[config.mk]
export PLATFORM = sky130hd
export DESIGN_NAME = fat32_dirscan
export DESIGN_NICKNAME = d
export VERILOG_FILES = /design/src/rtl/fat32_pkg.sv /design/src/rtl/fat32_clust2lba.sv /design/src/rtl/fat32_dirscan.sv
export SDC_FILE = /design/constraint.sdc
export NUM_CORES = 1
export LEC_CHECK = 0
export BUFFER_PORTS_ARGS = -buffer_cell sky130_fd_sc_hd__buf_2
export CELL_PAD_IN_SITES_DETAIL_PLACEMENT = 0
export CELL_PAD_IN_SITES_GLOBAL_PLACEMENT = 2
export CORE_MARGIN = 5
export CORE_UTILIZATION = 36
export CTS_CLUSTER_SIZE = 28
export DETAILED_ROUTE_END_ITERATION = 8
export PLACE_DENSITY_LB_ADDON = 0.12
export SLEW_MARGIN = 20
export SYNTH_ARGS = -nofsm -noshare
export SYNTH_HDL_FRONTEND = slang
export SYNTH_SLANG_ARGS = --single-unit
[constraint.sdc]
create_clock -name clk -period 13.8 [get_ports clk]
set_input_delay 0.69 -clock clk [delete_from_list [all_inputs] [get_ports clk]]
set_output_delay 0.69 -clock clk [all_outputs]
set_load 0.02 [all_outputs]
[src/rtl/fat32_pkg.sv]
// Shared FAT32 definitions: FSM state encodings, directory-entry layout and
// attribute masks used by the directory scan and cluster-chain stages.
package fat32_pkg;

  typedef enum logic [2:0] {
    S_IDLE,
    S_CALC,
    S_REQ,
    S_SCAN,
    S_LBA,
    S_DONE,
    S_FAIL
  } state_t;

  localparam int unsigned DIR_ENT_SZ = 32;
  localparam int unsigned SEC_BYTES  = 512;

  localparam logic [4:0] DIRENT_NAME0 = 5'd0;
  localparam logic [4:0] DIRENT_ATTR  = 5'd11;
  localparam logic [4:0] DIRENT_CLHI  = 5'd20;
  localparam logic [4:0] DIRENT_CLLO  = 5'd26;
  localparam logic [4:0] DIRENT_SIZE  = 5'd28;

  localparam logic [7:0] ATTR_VOL       = 8'h08;
  localparam logic [7:0] ATTR_DIR       = 8'h10;
  localparam logic [7:0] DIRENT_END     = 8'h00;
  localparam logic [7:0] DIRENT_DELETED = 8'hE5;

  // Sectors per cluster is a power of two, so its highest set bit is log2.
  function automatic logic [2:0] spc_log2(input logic [7:0] spc);
    spc_log2 = 3'd0;
    for (int i = 0; i < 8; i++)
      if (spc[i]) spc_log2 = 3'(i);
  endfunction

endpackage

[src/rtl/fat32_clust2lba.sv]
// Registered cluster-to-LBA conversion: (clust-2)*spclust + datastart,
// with the multiply done as a shift since spclust is a power of two.
module fat32_clust2lba
  import fat32_pkg::*;
(
  input  logic        clk,
  input  logic        reset,
  input  logic        en,
  input  logic [31:0] clust,
  input  logic [7:0]  spclust,
  input  logic [31:0] datastart,
  output logic [31:0] lba
);

  // NOTE: sequential state is written only with non-blocking assignments so
  // every register samples pre-edge values regardless of block ordering.
  always_ff @(posedge clk) begin
    if (reset)
      lba <= '0;
    else if (en)
      lba <= ((clust - 32'd2) << spc_log2(spclust)) + datastart;
  end

endmodule

[src/rtl/fat32_dirscan.sv]
// Root-directory scanner: requests root-cluster sectors one at a time and
// searches the streamed bytes for the 8.3 entry AVC_NAME.
module fat32_dirscan
  import fat32_pkg::*;
#(
  parameter logic [87:0] AVC_NAME = "VIDEO   AVC",
  parameter int unsigned POFS     = 1
) (
  input  logic        clk,
  input  logic        reset,
  input  logic        dscen,
  input  logic        sbdone,
  input  logic [7:0]  DATASI,
  input  logic [15:0] PTDATAPNTR,
  input  logic [15:0] FAT1SA,
  input  logic [31:0] FATSIZE,
  input  logic [7:0]  SPCLUST,
  input  logic [15:0] FROOTSEC,
  output logic        dsecreq,
  output logic [31:0] DSECADDR,
  output logic        avcfound,
  output logic        avcfail,
  output logic [31:0] AVCCLUST,
  output logic [31:0] AVCSIZE,
  output logic [31:0] AVCSTARTSEC
);

  state_t      state_q, state_d;
  logic [31:0] datastart, ds_calc, root_lba;
  logic [7:0]  secnt;
  logic        ent_match;
  logic [31:0] ent_clust;
  logic [23:0] ent_size;
  logic [15:0] b;
  logic [4:0]  e;
  logic [7:0]  exp_byte;
  logic        byte_ok, sec_end, sec_last, dir_end, take_match;

  assign ds_calc  = 32'(FAT1SA) + {FATSIZE[30:0], 1'b0};
  assign root_lba = ds_calc + 32'(FROOTSEC) - 32'({SPCLUST, 1'b0});

  assign b          = PTDATAPNTR - 16'(POFS);
  assign e          = b[$clog2(DIR_ENT_SZ)-1:0];
  assign byte_ok    = (state_q == S_SCAN) && sbdone && (b < 16'(SEC_BYTES));
  assign sec_end    = (b == 16'(SEC_BYTES - 1));
  assign sec_last   = ((secnt + 8'd1) == SPCLUST);
  assign dir_end    = (e == DIRENT_NAME0) && (DATASI == DIRENT_END);
  assign take_match = (e == DIRENT_SIZE + 5'd3) && ent_match;

  assign dsecreq  = (state_q == S_REQ);
  assign avcfound = (state_q == S_DONE);
  assign avcfail  = (state_q == S_FAIL);

  // NOTE: every always_comb output gets a default first, so no path can
  // leave it unassigned and infer a latch.
  always_comb begin
    exp_byte = '0;
    for (int i = 0; i < 11; i++)
      if (e == 5'(i)) exp_byte = AVC_NAME[87 - 8*i -: 8];
  end

  always_comb begin
    state_d = state_q;
    if (!dscen) begin
      state_d = S_IDLE;
    end else begin
      case (state_q)
        S_IDLE: state_d = S_CALC;
        S_CALC: state_d = S_REQ;
        S_REQ:  state_d = S_SCAN;
        S_SCAN: if (byte_ok) begin
          if (dir_end)         state_d = S_FAIL;
          else if (take_match) state_d = S_LBA;
          else if (sec_end)    state_d = sec_last ? S_FAIL : S_REQ;
        end
        S_LBA:  state_d = S_DONE;
        default: state_d = state_q;
      endcase
    end
  end

  always_ff @(posedge clk) begin
    if (reset) state_q <= S_IDLE;
    else       state_q <= state_d;
  end

  always_ff @(posedge clk) begin
    if (reset) begin
      datastart <= '0;
      DSECADDR  <= '0;
      secnt     <= '0;
      ent_match <= 1'b0;
      ent_clust <= '0;
      ent_size  <= '0;
      AVCCLUST  <= '0;
      AVCSIZE   <= '0;
    end else if (!dscen) begin
      secnt     <= '0;
      ent_match <= 1'b0;
    end else if (state_q == S_CALC) begin
      datastart <= ds_calc;
      DSECADDR  <= root_lba;
      secnt     <= '0;
    end else if (byte_ok) begin
      // Match flag: armed by name byte 0, knocked down by any later miss.
      if (e == DIRENT_NAME0)
        ent_match <= (DATASI == exp_byte) && (DATASI != DIRENT_DELETED);
      else if (e < DIRENT_ATTR)
        ent_match <= ent_match && (DATASI == exp_byte);
      else if (e == DIRENT_ATTR && |(DATASI & (ATTR_VOL | ATTR_DIR)))
        ent_match <= 1'b0;

      case (e)
        DIRENT_CLHI:        ent_clust[23:16] <= DATASI;
        DIRENT_CLHI + 5'd1: ent_clust[31:24] <= DATASI;
        DIRENT_CLLO:        ent_clust[7:0]   <= DATASI;
        DIRENT_CLLO + 5'd1: ent_clust[15:8]  <= DATASI;
        DIRENT_SIZE:        ent_size[7:0]    <= DATASI;
        DIRENT_SIZE + 5'd1: ent_size[15:8]   <= DATASI;
        DIRENT_SIZE + 5'd2: ent_size[23:16]  <= DATASI;
        default: ;
      endcase

      if (take_match) begin
        AVCCLUST <= ent_clust;
        AVCSIZE  <= {DATASI, ent_size};
      end else if (sec_end) begin
        secnt <= secnt + 8'd1;
        if (!sec_last) DSECADDR <= DSECADDR + 32'd1;
      end
    end
  end

  fat32_clust2lba u_clust2lba (
    .clk       (clk),
    .reset     (reset),
    .en        (state_q == S_LBA),
    .clust     (AVCCLUST),
    .spclust   (SPCLUST),
    .datastart (datastart),
    .lba       (AVCSTARTSEC)
  );

endmodule

==> results of run 1 <==
[final cells by class]
type / instances / area, sq um
clock buffers: 37 / 774
clock inverters: 10 / 155
fillers: 4728 / 25700
inverters: 92 / 345
multi-input cells: 1769 / 10900
flip-flops and latches: 228 / 4560
well taps: 592 / 741
repair buffers: 246 / 1290
[critical path, delay by kind of cell (launching register included)]
family          cells  cell delay, ns
buf+inv             1            0.11
fa+ha+maj           2            0.62
flops               1            0.37
simple gates        6            1.44
mux                 3            0.69
compound gates      9            2.69
[cell usage after synthesis, types with 40 or more instances]
cell type	count
nand3_1	81
nor3_1	50
nand2_1	329
a211oi_1	40
ha_1	92
clkbuf_1	111
xnor2_1	66
o21ai_0	93
a21oi_1	268
mux2i_1	81
dfxtp_1	228
inv_1	92
nor2_1	247
xor2_1	47
[placed cells by master, fill, tap and decap left out, drive strengths merged, types with 52 or more instances in the layout]
| master | instances |
|---|---|
| nand2 | 329 |
| dfxtp | 228 |
| inv | 92 |
| o21ai | 94 |
| ha | 92 |
| mux2i | 81 |
| nor2 | 247 |
| xnor2 | 66 |
| nand3 | 81 |
| a21oi | 268 |
| buf | 246 |
| nor3 | 52 |
[registers in the layout, summed over array words and instances, names as in the netlist]
signal           cells
secnt                8
ent_match            1
AVCSIZE             32
state_q              3
ent_size            24
DSECADDR            32
AVCCLUST            32
ent_clust           32
datastart           32
u_clust2lba.lba     32
[where the power goes]
part	internal, W	switching, W
clock	0.000449	0.000297
combinational	0.000192	0.000313
sequential	0.000666	0.00000929
total	0.00131	0.000619
[stage by stage]
| step | cell area, sq um | hold WS, ns |
|---|---|---|
| 3_3_place_gp | 17800 | 0.437 |
| 2_1_floorplan | 16200 | 0.432 |
| 6_report | 18800 | 0.427 |
| 5_1_grt | 18800 | 0.453 |
| 3_5_place_dp | 17800 | 0.443 |
| 4_1_cts | 18700 | 0.398 |
[routing by layer]
metal / share of wire / up-vias
li1: - / 8144
met1: 0.49 / 7630
met2: 0.45 / 317
met3: 0.040 / 48
met4: 0.017 / 0
met5: 0 / -
[cell families (layout without fill, tap and decap cells)]
family	Yosys count	count (layout)
AND/OR/NAND/NOR	877	877
multiplexers	83	83
AO/OA/AOI/OAI	594	594
flip-flops	228	228
XOR/XNOR	113	113
adder cells (fa/ha/maj)	102	102
buffers and inverters	220	385
[worst paths after layout]
| path | slack, ns | endpoint | startpoint |
|---|---|---|---|
| worst max-delay path | 7.77 | u_clust2lba.lba[31] | AVCCLUST[1] |
| worst max register to register | 7.77 | u_clust2lba.lba[31] | AVCCLUST[1] |
| worst min-delay path | 0.43 | datastart[0] | FAT1SA[0] |
| worst min register to register | 0.45 | u_clust2lba.lba[13] | u_clust2lba.lba[13] |
==> flow_summary.yaml, run 1 <==
clock_network:
  cts_num_sinks: 228
  cts_max_level: 1
  cts_tree: "done"
  clk_pin_slew_ns: 0.06
  cts_setup_buffers: 0
  ctsHoldBuffers: 0
  clock_tree.buffer_depth: 3
  clk_latency_ns: 0.57
  root_buffer: "clkbuf_16"
  cts_buffers: 28
  cts_resized: 0
worst_setup_path:
  path_cells: "inv_1, ha_1, nor4b_1, and3_1, nand2_1, a32oi_1, nor2_1, a311oi_1, mux2i_1, mux2i_1, ha_1, and2_1, a221oi_1, nand2_1, a41oi_1, o21ai_0, a41oi_1, a211oi_1, a41oi_1, mux2i_1, a311o_1"
  endpoint_kind: "flop"
  cpPeakStageDelay_ns: 0.63
  startpoint_type: "flop"
  r2r.worst_path.cells: 21
  critPathMaxFanout: 7
  worstSetupPathType: "reg -> reg"
  critPathRequiredTime_ns: 14.25
  cpMaxStageDelayCell: "nor4b_1"
  worstPathArrival_ns: 6.48
detailed_routing:
  drc: 0
  vias: 16100
  antenna_left: 0
  detail_route.wl_per_cell_microns: 18.8
  first_pass_iters: 6
  wl_mm: 55.8
  first_iter_violations: 1116
  vias_per_cell: 5.43
final_layout:
  num_antenna_cells: 0
  drive_gt1_frac: 0.134
  fin_nets: 2567
  area_delta_synth_final_pct: 15.4
  fin_cells: 2974
  final_util: 0.422
die:
  ios: 231
  start_util: 0.366
  core_sq_um: 44400
  rows: 77
  die_area_sq_um: 49500
  die_h_microns: 222
  die_w_microns: 222
power_and_ir_drop:
  leakagePower_nw: 7.95
  total_power_w: 0.00193
  powerDensity_nw_per_um2: 103
  peakVddDrop_v: 0.0000875
placement:
  dpl.hpwl_mm: 42.1
  place_ws_ns: 7.65
  gp_congestion: 0.873
  dp_cells: 2926
  port_buffers: 229
logic_synthesis:
  syn_avg_cell_area_sq_um: 7.33
  synth-simple-area-share: 0.248
  synth_seq_cells: 228
  ys_seq_area_frac: 0.281
  synthDistinctLibCells: 81
  yosysTopAreaCell: "dfxtp_1"
  synth_top_family_by_area: "simple AND/OR/NAND/NOR gates"
  ys_async_sr_fraction: 0
  netlist_area_sq_um: 16200
  synthFlopType: "dfxtp_1"
  synth_compound_area_frac: 0.224
  synth.area.mux_share: 0.0513
  synthCells: 2217
  synth_top_area_share: 0.281
  synth_area_leaders: "dfxtp_1, a21oi_1, nand2_1, ha_1, nor2_1"
  ys_warn_count: 0
  synth_xor_area_frac: 0.0609
  synth_edf_count: 0
  synth_adder_area_share: 0.0832
  syn-num-nets: 2419
global_route:
  grt_pass1_vias: 15000
  use_met3: 0.0261
  grt_max_degree: 75
  use_met1: 0.317
  met2_usage: 0.340
  grt_use_total: 0.214
  grt_pass1_wl_mm: 87.2
  antenna_found_initial: 0
  grt_overflow_total: 0
  top_usage_layer: "met2"
min_path:
  whs_path_depth: 3
  hold_class: "in -> reg"
timing:
  rsz0062_at_grt: "no"
  setup_tns_ns: 0
  max_clock_freq_ghz: 0.166
  tightest_slew_ns: 1.13
  fin_crit_sh: 0.437
  setup_slack_ns: 7.77
  relSlewSlack: 0.227
  slew_viol_final: 0
  hold_viol_final: 0
  fin_worst_skew_ns: 0.0184
  final.min_clock_period_ns: 6.03
  finalSetupViolCount: 0
flow_run:
  drv_cap: 0
run_status:
  status: "completed"
No activity file was read; power rests on OpenSTA's default activity.
==> run 2, diff against run 1 <==
- CORE_UTILIZATION: 36 -> 33
- clock period: 13.8 -> 5.9 ns (I/O delays scaled with it)
==> flow_summary.yaml, run 2 (synthesis results as in run 1) <==
run_status:
  status: "completed"
global_route:
  grt_pass1_vias: 15100
  grt_use_total: 0.203
  grt_max_degree: 86
  grt_overflow_total: 0
  antenna_found_initial: 1
  grt_pass1_wl_mm: 87.8
detailed_routing:
  wl_mm: 57.2
  vias_per_cell: 5.30
  vias: 16300
  antenna_left: 0
  drc: 0
  first_pass_iters: 5
  detail_route.wl_per_cell_microns: 18.7
  first_iter_violations: 946
clock_network:
  clk_pin_slew_ns: 0.06
  cts_resized: 0
  ctsHoldBuffers: 0
  cts_max_level: 1
  clk_latency_ns: 0.58
  cts_num_sinks: 228
  cts_buffers: 28
  cts_setup_buffers: 0
  clock_tree.buffer_depth: 3
  root_buffer: "clkbuf_16"
  cts_tree: "done"
power_and_ir_drop:
  p_int_w: 0.00306
  powerDensity_nw_per_um2: 238
  total_power_w: 0.00451
  p_seq_frac: 0.350
  p_switching_w: 0.00146
  p_comb_frac: 0.266
  leakagePower_nw: 8.05
  p_clk_frac: 0.384
  switching_share: 0.323
  peakVddDrop_v: 0.000183
final_layout:
  area_delta_synth_final_pct: 16.9
  ff_latch_area_sq_um: 4560
  multi_input_area_sq_um: 10900
  fin_nets: 2586
  finalInstanceArea_sq_um: 19000
  final_cell_mix: "nand2_1, a21oi_1, nor2_1, dfxtp_1, buf_2"
  final_common_cell: "nand2_1"
  fillerInstances: 5381
  drive_gt1_frac: 0.141
timing:
  setup_slack_ns: 0.466
  final.min_clock_period_ns: 5.43
  hold_viol_final: 0
  finalSetupViolCount: 0
  max_clock_freq_ghz: 0.184
  rsz0062_at_grt: "no"
  relSlewSlack: 0.271
  fin_worst_skew_ns: 0.0281
  tightest_slew_ns: 1.09
  fin_crit_sh: 0.921
  setup_tns_ns: 0
  slew_viol_final: 0
placement:
  dpl.hpwl_mm: 43.6
  place_ws_ns: 0.330
  port_buffers: 229
  placed_cell_area_sq_um: 18000
  gp_congestion: 0.870
worst_setup_path:
  cpMaxStageDelayCell: "or4b_2"
  worstSetupPathType: "reg -> reg"
  cpPeakStageDelay_ns: 0.66
  critPathMaxFanout: 10
  r2r.worst_path.cells: 20
  path_cells: "nor4_1, buf_4, nand3_1, nor2_1, nor2_1, a21oi_1, nor2_1, a211oi_1, mux2i_1, mux2i_1, ha_1, a21oi_1, o21bai_1, a211o_1, a221oi_1, o31ai_1, a41oi_1, a21oi_1, or4b_2, a31oi_1"
  worstPathArrival_ns: 5.91
  startpoint_type: "flop"
  endpoint_kind: "flop"
  critPathRequiredTime_ns: 6.38
die:
  rows: 81
  die_area_sq_um: 53800
  start_util: 0.333
  die_w_microns: 232
  die_h_microns: 232
  core_sq_um: 48800
  ios: 231
min_path:
  whs_path_depth: 3
  hold_class: "in -> reg"
flow_run:
  drv_cap: 0
## run 2: cell types whose count changed in the layout (fill, tap and decap cells not counted)
cell and delta:
nor4_2 -1, a21oi_2 -1, diode_2 +1, a21oi_4 +1, clkinv_4 +1, clkbuf_8 +3
buf_4 +19, clkbuf_1 -3, nor4_1 +1, clkinvlp_4 -1, bufinv_16 -1
## run 2: cell type report
cell class              count  share of cell area
diodes                      1            0.000132
clock buffers              37              0.0424
clock inverters             9             0.00666
inverters                  92              0.0182
multi-input cells        1769               0.573
flip-flops and latches    228               0.240
well taps                 664              0.0438
repair buffers            265              0.0756
## run 2: stage by stage
| step | util | hold WS (ns) | cells |
|---|---|---|---|
| floorplan | - | 0.431 | 2217 |
| global placement | 0.369 | 0.436 | 3017 |
| detailed placement | 0.369 | 0.442 | 3017 |
| CTS | 0.388 | 0.0303 | 3063 |
| global route | 0.389 | 0.0519 | 3065 |
| finish | 0.389 | 0.0568 | 3065 |
## run 2: power by group through the flow
stage                     Clock [W]  Sequential [W]  Combinational, W
after global placement            0         0.00161           0.00119
final                       0.00173         0.00158           0.00120
after detailed placement          0         0.00161           0.00119
after global routing        0.00184         0.00158           0.00134
after floorplan                   0         0.00161          0.000830
after CTS                   0.00179         0.00158           0.00120
## run 2: per-layer routing
layer / wire [microns] / track usage / part of all wire
met5: 0 / 0 / 0
met4: 1330 / 0.0460 / 0.023
met3: 2440 / 0.0273 / 0.043
met2: 25500 / 0.322 / 0.45
met1: 27900 / 0.294 / 0.49
## run 2: worst max-delay path: cells and delay by family, from the launching register on
kind                       cells  cell delay [ns]
and+or+nand+nor                6             1.59
AOI/OAI and AO/OA             10             2.13
adders and majority gates      1             0.38
muxes                          2             0.54
DFF                            1             0.49
buffers and inverters          1             0.19
## run 2: path summary, 6_finish.rpt
path | startpoint | to | slack, ns
min reg2reg | u_clust2lba.lba[8] | u_clust2lba.lba[8] | 0.45
max | AVCCLUST[3] | u_clust2lba.lba[28] | 0.47
min | FAT1SA[0] | datastart[0] | 0.06
max reg2reg | AVCCLUST[3] | u_clust2lba.lba[28] | 0.47
